==> src/rtl/hazard_stall_ctrl.sv <==
// Hazard/stall controller in the ID stage.
// Detects load-use and branch-on-load hazards that forwarding cannot hide,
// freezes PC and IF/ID while bubbling ID/EX, flushes IF/ID on a resolved
// taken branch, and sequences a CGRA offload (start/done with timeout)
// while holding the core.
module hazard_stall_ctrl #(
    parameter int CGRA_TIMEOUT = 1024
) (
    input  logic       clk_i,
    input  logic       rst_i,
    input  logic [4:0] ID_RS_i,
    input  logic [4:0] ID_RT_i,
    input  logic       ID_UsesRT_i,
    input  logic       ID_Branch_i,
    input  logic       ID_CgraReq_i,
    input  logic       Branch_taken_i,
    input  logic       ID_EX_MemRead_i,
    input  logic [4:0] ID_EX_RD_i,
    input  logic       EX_MEM_MemRead_i,
    input  logic [4:0] EX_MEM_RD_i,
    input  logic       cgra_done_i,
    output logic       pc_write_o,
    output logic       if_id_write_o,
    output logic       id_ex_bubble_o,
    output logic       if_id_flush_o,
    output logic       cgra_start_o,
    output logic       cgra_busy_o,
    output logic       cgra_timeout_o
);

    localparam int CW = $clog2(CGRA_TIMEOUT + 1);
    localparam logic [CW-1:0] TMO_LAST = CW'(CGRA_TIMEOUT - 1);

    typedef enum logic [1:0] {
        S_IDLE  = 2'd0,
        S_START = 2'd1,
        S_WAIT  = 2'd2,
        S_DRAIN = 2'd3
    } state_t;

    state_t          state_q, state_d;
    logic [1:0]      br_cnt_q, br_cnt_d;
    logic [CW-1:0]   tmo_cnt_q, tmo_cnt_d;
    logic            timeout_q, timeout_d;

    logic ex_match, mem_match;
    logic ex_load_hit, mem_load_hit;
    logic load_use, br_load, cgra_stall, stall;

    // A producer register matches when it is non-zero and feeds rs, or rt if rt is read.
    assign ex_match  = (ID_EX_RD_i != 5'd0) &&
                       ((ID_EX_RD_i == ID_RS_i) || (ID_UsesRT_i && (ID_EX_RD_i == ID_RT_i)));
    assign mem_match = (EX_MEM_RD_i != 5'd0) &&
                       ((EX_MEM_RD_i == ID_RS_i) || (ID_UsesRT_i && (EX_MEM_RD_i == ID_RT_i)));

    // Only loads cause stalls; ALU results in EX/MEM reach ID through forwarding.
    assign ex_load_hit  = ID_EX_MemRead_i && ex_match;
    assign mem_load_hit = EX_MEM_MemRead_i && mem_match;

    assign load_use   = ex_load_hit;
    // br_cnt keeps the branch stalled for the cycle after the EX-load match,
    // when the load data is still one stage away from the ID comparator.
    assign br_load    = ID_Branch_i && (ex_load_hit || mem_load_hit || (br_cnt_q != 2'd0));
    assign cgra_stall = (state_q == S_START) || (state_q == S_WAIT);
    assign stall      = load_use || br_load || cgra_stall;

    // Outputs are forced to their pass-through values while reset is held.
    assign pc_write_o     = rst_i || !stall;
    assign if_id_write_o  = rst_i || !stall;
    assign id_ex_bubble_o = !rst_i && stall;
    assign if_id_flush_o  = !rst_i && Branch_taken_i && !stall;
    assign cgra_start_o   = !rst_i && (state_q == S_START);
    assign cgra_busy_o    = !rst_i && (state_q != S_IDLE);
    assign cgra_timeout_o = timeout_q;

    // Next-state for the branch-on-load counter and the CGRA offload sequencer.
    always_comb begin
        br_cnt_d  = br_cnt_q;
        state_d   = state_q;
        tmo_cnt_d = tmo_cnt_q;
        timeout_d = timeout_q;

        if (!ID_Branch_i) begin
            br_cnt_d = 2'd0;
        end else if (ex_load_hit) begin
            br_cnt_d = 2'd1;
        end else if (br_cnt_q != 2'd0) begin
            br_cnt_d = br_cnt_q - 2'd1;
        end

        case (state_q)
            S_IDLE: begin
                // Operands must be forwardable before the offload is launched.
                if (ID_CgraReq_i && !load_use && !br_load) begin
                    state_d = S_START;
                end
            end
            S_START: begin
                tmo_cnt_d = '0;
                state_d   = S_WAIT;
            end
            S_WAIT: begin
                // done takes priority over a coincident terminal count
                if (cgra_done_i) begin
                    state_d = S_DRAIN;
                end else if (tmo_cnt_q == TMO_LAST) begin
                    timeout_d = 1'b1;
                    state_d   = S_DRAIN;
                end else begin
                    tmo_cnt_d = tmo_cnt_q + CW'(1);
                end
            end
            S_DRAIN: begin
                state_d = S_IDLE;
            end
            default: begin
                state_d = S_IDLE;
            end
        endcase
    end

    // State registers with asynchronous reset.
    always_ff @(posedge clk_i or posedge rst_i) begin
        if (rst_i) begin
            state_q   <= S_IDLE;
            br_cnt_q  <= 2'd0;
            tmo_cnt_q <= '0;
            timeout_q <= 1'b0;
        end else begin
            state_q   <= state_d;
            br_cnt_q  <= br_cnt_d;
            tmo_cnt_q <= tmo_cnt_d;
            timeout_q <= timeout_d;
        end
    end

endmodule

==> config.mk <==
export PLATFORM = sky130hd
export DESIGN_NAME = hazard_stall_ctrl
export DESIGN_NICKNAME = d
export VERILOG_FILES = /design/src/rtl/hazard_stall_ctrl.sv
export SDC_FILE = /design/constraint.sdc
export NUM_CORES = 1
export LEC_CHECK = 0
export CAP_MARGIN = 20
export CELL_PAD_IN_SITES_DETAIL_PLACEMENT = 0
export CELL_PAD_IN_SITES_GLOBAL_PLACEMENT = 2
export CORE_UTILIZATION = 28
export CTS_BUF_LIST = sky130_fd_sc_hd__clkbuf_4
export DETAILED_ROUTE_END_ITERATION = 8
export GPL_TIMING_DRIVEN = 0
export PLACE_DENSITY = 0.83
export SLEW_MARGIN = 10
export SYNTH_ARGS = -nofsm -noshare
export SYNTH_HDL_FRONTEND = slang
export SYNTH_SLANG_ARGS = --single-unit
export TNS_END_PERCENT = 1
==> constraint.sdc <==
create_clock -name clk_i -period 2.1 [get_ports clk_i]
set_input_delay 0.21 -clock clk_i [delete_from_list [all_inputs] [get_ports clk_i]]
set_output_delay 0.21 -clock clk_i [all_outputs]
set_load 0.02 [all_outputs]
# After elaboration in Yosys (flattened, before gate mapping)
# Cells that the tools add are included.
[op_classes]
add_sub_neg = 2
eq_ne = 13
mux = 10
bitwise_logic = 1
n_reduce_logical = 35
[op_table]
columns = ["operator", "n"]
rows = [
  ["11-bit two-way mux", 2],
  ["11-bit case mux with 2 select lines", 1],
  ["5-bit equality test", 4],
  ["1-bit logical AND", 14],
  ["2-bit two-way mux", 6],
  ["11-bit by 1-bit adder with 11-bit output, second input constant", 1],
  ["11-bit by 10-bit equality test with 1-bit output, second input constant", 1],
  ["5-bit nonzero test", 2],
  ["1-bit logical OR", 8],
  ["2-bit case mux with 4 select lines", 1],
  ["2-bit != test, second input constant", 3],
  ["3-bit AND reduction", 2],
  ["2-bit nonzero test", 3],
  ["2-bit equality test, second input constant", 2],
  ["1-bit logical NOT", 4],
  ["3-bit by 1-bit != test with 1-bit output, second input constant", 1],
  ["3-bit by 2-bit != test with 1-bit output, second input constant", 1],
  ["2-bit by 1-bit equality test with 1-bit output, second input constant", 1],
  ["2-bit logical NOT", 1],
  ["2-bit AND reduction", 1],
  ["2-bit by 1-bit subtractor with 2-bit output, second input constant", 1],
  ["1-bit inverter", 1],
]
[word_totals]
register_bits = 16
inputBits = 29
elab_cells = 65

# Longest topological paths before layout
[depth]
ltp_word = 12
mapped_depth = 7
mapped_depth_nobuf = 7

# Least setup slack after synthesis
# Ideal clock, no wire load.
[synth_timing]
path_type = "in2out"
startpoint = "input ID_EX_RD_i[1]"
endpoint = "output pc_write_o"
t_arrival_ps = 1682
path_slack_ps = 208
cell_stages = 6
n_path_buf = 1
cell_sequence = "or4_1 -> o21a_1 -> a221oi_2 -> and2_1 -> or2_2 -> buf_4"
[synth_via]
elab_chain_cells = 12
[synth_lines]
columns = ["item", "line_no", "rtl"]
rows = [
  ["from (decl)", "18", "input logic [4:0] ID_EX_RD_i,"],
  ["5-bit equality test", "52", "((ID_EX_RD_i == ID_RS_i) || (ID_UsesRT_i && (ID_EX_RD_i == ID_RT_i)));"],
  ["1-bit logical AND", "52", ""],
  ["1-bit logical OR", "52", ""],
  ["1-bit logical AND (*)", "51", "assign ex_match = (ID_EX_RD_i != 5'd0) &&"],
  ["1-bit logical AND (*)", "57", "assign ex_load_hit = ID_EX_MemRead_i && ex_match;"],
  ["1-bit logical OR (2 in series)", "63", "assign br_load = ID_Branch_i && (ex_load_hit || mem_load_hit || (br_cnt_q != 2'd0));"],
  ["1-bit logical AND", "63", ""],
  ["1-bit logical OR (*) (2 in series)", "65", "assign stall = load_use || br_load || cgra_stall;"],
  ["1-bit logical NOT (*)", "--", ""],
  ["1-bit logical OR (*)", "--", ""],
  ["to (decl)", "22", "output logic pc_write_o,"],
]
# Mark *: on every way between the ends. The rest lies on a longest branch, timed or not.

# Worst setup path after layout
[layout_timing]
startpoint = "register tmo_cnt_q[0]"
endpoint = "register state_q[1]"
[layout_via]
elab_chain_cells = 3
[layout_lines]
columns = ["item", "line_no", "rtl"]
rows = [
  ["from (decl)", "43", "logic [CW-1:0] tmo_cnt_q, tmo_cnt_d;"],
  ["from (signal assigned)", "132", "tmo_cnt_q <= tmo_cnt_d;"],
  ["11-bit by 10-bit equality test with 1-bit output", "106", "end else if (tmo_cnt_q == TMO_LAST) begin"],
  ["3-bit by 2-bit != test with 1-bit output (no source line)", "--", ""],
  ["2-bit AND reduction (no source line)", "--", ""],
  ["to (signal assigned)", "130", "state_q <= state_d;"],
  ["to (decl)", "41", "state_t state_q, state_d;"],
]
# Every way passes these cells.
# A chain may end at the register's enable or synchronous reset.

==> impl_table.tex <==
\begin{tabular}{lr}
\hline
Metric & Value \\
\hline
\multicolumn{2}{l}{\textbf{Power and ir drop}} \\
Design Power & 1.265 mW \\
Worst IR Drop VDD & 0.5159 mV \\
Sw Ratio & 39.86\% \\
Lkg Pwr & between 0.7 and 0.8 nW \\
Part of the power in registers & a little under a third \\
Proportion of power drawn by the clock network & 12.9\% \\
Switching component of the power & 0.5043 mW \\
Cell-internal power & about 0.76 mW \\
Cell Pwr Density & approximately 750 nW/um\^{}2 \\
Relative contribution of combinational cells to total power & a little under three fifths \\
\multicolumn{2}{l}{\textbf{Setup path}} \\
FF-to-FF End & state\_q[1] \\
Worst setup SP type & flip-flop \\
Endpoint of the worst setup timing path & state\_q[1] \\
Startpoint-to-endpoint class of the critical path & flip-flop to flip-flop \\
Data required, critical path & 2300 ps \\
Crit. Startpoint & tmo\_cnt\_q[0] \\
Setup slack of the worst register-to-register path & 30 ps \\
Category of the worst setup path capture point & flip-flop \\
Number of cell instances on the worst register-to-register path & 7 \\
Largest fanout on the critical path & 5 \\
Beginning of the worst register-to-register path & tmo\_cnt\_q[0] \\
Crit path arrival time & between 2000 and 2500 ps \\
\multicolumn{2}{l}{\textbf{Route}} \\
Via density per instance & about 4.8 \\
Total length of routed wires & 3049 um \\
First-pass DRT Iterations & 4 \\
Drt wl/cell & 13.31 um \\
Detailed Route Iter0 Violations & 28 \\
Antenna-violating nets left & 0 \\
DRC violation count after routing & 0 \\
Via count of the routed design & between 1,000 and 1,500 \\
\multicolumn{2}{l}{\textbf{Logic synthesis}} \\
Area share of the largest cell type after synthesis & 34.12\% \\
Sequential fraction of the synthesis area & 34.12\% \\
Count of synthesis-stage warnings from yosys & 0 \\
Mean Syn Cell Area & 8.959 um\^{}2 \\
Share of async-settable or async-resettable flops after synthesis & 100.0\% \\
Most used DFF post-synth & sky130\_fd\_sc\_hd\_\_dfrtp\_1 \\
Biggest area consumer among synthesized cells & sky130\_fd\_sc\_hd\_\_dfrtp\_1 \\
Number of nets in the synthesized netlist & 165 \\
Number of unique standard cell types used by synthesis & 34 \\
Commonest cells post-synth & sky130\_fd\_sc\_hd\_\_xnor2\_1 (25), sky130\_fd\_sc\_hd\_\_dfrtp\_1 (16), sky130\_fd\_sc\_hd\_\_nand2\_1 (15) \\
Post-Syn Instances & 131 \\
Post-synthesis cell area & 1174 um\^{}2 \\
Number of enable flip-flop cells after synthesis & 0 \\
Cell with the most instances after synthesis & sky130\_fd\_sc\_hd\_\_xnor2\_1 \\
Yosys reg bits & 16 \\
Cell types with the largest area share after synthesis & sky130\_fd\_sc\_hd\_\_dfrtp\_1 (34\%), sky130\_fd\_sc\_hd\_\_xnor2\_1 (19\%), sky130\_fd\_sc\_hd\_\_ha\_1 (5.3\%) \\
\multicolumn{2}{l}{\textbf{Die}} \\
Number of I/O pins & 36 \\
Effective utilization at floorplan & 29.34\% \\
Core region area & 4000 um\^{}2 \\
Vert. Die Dim & 66.74 um \\
Horizontal die dimension & 66.74 um \\
Row count & 23 \\
Full die area & 4454 um\^{}2 \\
\multicolumn{2}{l}{\textbf{GRT}} \\
All-layer global routing usage & 15.38\% \\
Antenna violations before repair & 0 \\
Largest net degree at the start of global routing & 18 \\
Vias in the first global route & 1,128 \\
Overall overflow remaining after global route & 0 \\
First-pass GRT wire length & approximately 5200 um \\
\multicolumn{2}{l}{\textbf{Final layout}} \\
Share of post-route cells with drive strength above 1 & between 10\% and 20\% \\
Footprint of the multi-input gates & 760.7 um\^{}2 \\
Inserted Diodes & 0 \\
Register area & between 400 and 500 um\^{}2 \\
Layout filler cell count & 400 \\
Post-layout net count & 214 \\
Synth-to-layout area growth & 42.86\% \\
Non-Filler Instances & 229 \\
\multicolumn{2}{l}{\textbf{Timing}} \\
Final worst clock skew & 1.441 ps \\
Worst Hold Slack & 441.0 ps \\
Transition time at the pin with the least slew margin & about 670 ps \\
Headroom to the max-slew limit & between 50\% and 60\% \\
Setup repair after global routing missed its margin & yes \\
Final min period & approximately 2100 ps \\
Total Neg Setup Slack & 0 ps \\
Final hold violation count & 0 \\
FMAX & 482.7 MHz \\
Max-slew violation count & 0 \\
Final count of negative-setup-slack endpoints & 0 \\
Final period util & just under 100\% \\
\multicolumn{2}{l}{\textbf{Clock tree}} \\
Cell chosen for the clock root & sky130\_fd\_sc\_hd\_\_clkbuf\_4 \\
Clock insertion delay at the later pin of the skew report & 280 ps \\
Num CTS Buffers & 3 \\
Sinks on Clock Net & 16 \\
Deepest clock path buffer count & 2 \\
CTS H-Tree Depth & 1 \\
Clock-pin slew reported for the worst setup and hold paths after clock tree synthesis & 90 ps \\
TritonCTS clock tree & done \\
\multicolumn{2}{l}{\textbf{Placed design}} \\
Total placed cells including tap cells & approximately 220 \\
Number of input and output port buffers inserted & 35 \\
Half-perimeter wire length of the detailed placement result & 2361 um \\
Placer's final routability congestion estimate & 0.7885 \\
\multicolumn{2}{l}{\textbf{Outcome}} \\
Result of the run & finished clean \\
\multicolumn{2}{l}{\textbf{Run}} \\
\# Max-Cap Violations & 0 \\
\multicolumn{2}{l}{\textbf{Hold path}} \\
Hold Crit Class & input port to asynchronous set/reset pin \\
\hline
\end{tabular}
==> worst min-delay path by stage <==
stage	end	slack [ps]	cells past startpoint
2_1_floorplan	br_cnt_q[0]	130	1
3_3_place_gp	cgra_timeout_o	450	1
3_5_place_dp	cgra_timeout_o	460	1
4_1_cts	tmo_cnt_q[8]	470	2
5_1_grt	tmo_cnt_q[8]	510	2
6_report	tmo_cnt_q[10]	440	2
==> critical path: stages (launching register included) <==
cell and delay, ps:
sky130_fd_sc_hd__dfrtp_1 420, sky130_fd_sc_hd__ha_1 240, sky130_fd_sc_hd__and3_1 180, sky130_fd_sc_hd__and4_1 260
sky130_fd_sc_hd__a21oi_1 470, sky130_fd_sc_hd__o21ai_0 140, sky130_fd_sc_hd__a41o_1 230, sky130_fd_sc_hd__o31ai_2 60
==> what timing repair did <==
action,in CTS,in global routing
hold buffers,0,0
gates resized for setup,68,4
buffers inserted,10,0
cloned,0,0
pin swaps,10,2
setup endpoints to repair,4,7
==> state kept, by name (all words and copies together) (netlist names) <==
register        count
br_cnt_q            2
state_q             2
tmo_cnt_q          11
cgra_timeout_o      1
==> routing by layer <==
metal  global-route usage (%)  vias up  share of wire [%]
met5                        0        -                  0
met4                    2.394        0               0.49
met1                    19.50      529                 47
met3                    3.082        2                2.5
li1                         -      544                  -
met2                    27.02       16                 50
==> cell usage in the layout, fill, tap and decap left out, types with 4 or more instances in the layout <==
master	count
sky130_fd_sc_hd__buf_2	6
sky130_fd_sc_hd__buf_4	10
sky130_fd_sc_hd__buf_6	4
sky130_fd_sc_hd__clkdlybuf4s50_1	11
sky130_fd_sc_hd__dfrtp_1	16
sky130_fd_sc_hd__dlygate4sd2_1	12
sky130_fd_sc_hd__ha_1	4
sky130_fd_sc_hd__inv_1	9
sky130_fd_sc_hd__nand2_1	15
sky130_fd_sc_hd__nand3_1	7
sky130_fd_sc_hd__nor2_1	9
sky130_fd_sc_hd__xnor2_1	25
==> cell type report <==
type / instances / share of cell area (%)
Tap cell: 50 / 3.731
Clock inverter: 1 / 0.2239
Clock buffer: 3 / 1.343
Timing Repair Buffer: 45 / 23.21
Multi-Input combinational cell: 104 / 45.37
Inverter: 9 / 2.015
Sequential cell: 16 / 23.88
Buffer: 1 / 0.2239
==> metrics by stage <==
step / instance area [um^2] / util [%] / worst slack [ps]
6_report: 1677 / 41.91 / 28.14
4_1_cts: 1673 / 41.82 / 2.223
3_3_place_gp: 1587 / 39.66 / -914.6
3_5_place_dp: 1587 / 39.66 / -924.2
2_1_floorplan: 1174 / - / 208.2
5_1_grt: 1677 / 41.91 / -70.45
==> power by group through the flow <==
stage	Combinational, mW	Sequential (mW)	Clock, mW
2_1_floorplan	0.445	0.391	0
5_1_grt	0.784	0.401	0.183
6_report	0.708	0.394	0.163
3_3_place_gp	0.674	0.398	0
4_1_cts	0.719	0.395	0.170
3_5_place_dp	0.688	0.401	0
==> cell families (layout without fill, tap and decap cells) <==
group / Yosys count / after routing / synth area share [%]
compound gates: 20 / 20 / 13.65
xor+xnor: 28 / 28 / 20.90
fa+ha+maj: 5 / 5 / 5.330
buf+inv: 11 / 59 / 3.838
flops: 16 / 16 / 34.11
mux: 1 / 1 / 0.8529
simple gates: 50 / 50 / 21.32
(Power assumes the default switching activity.)
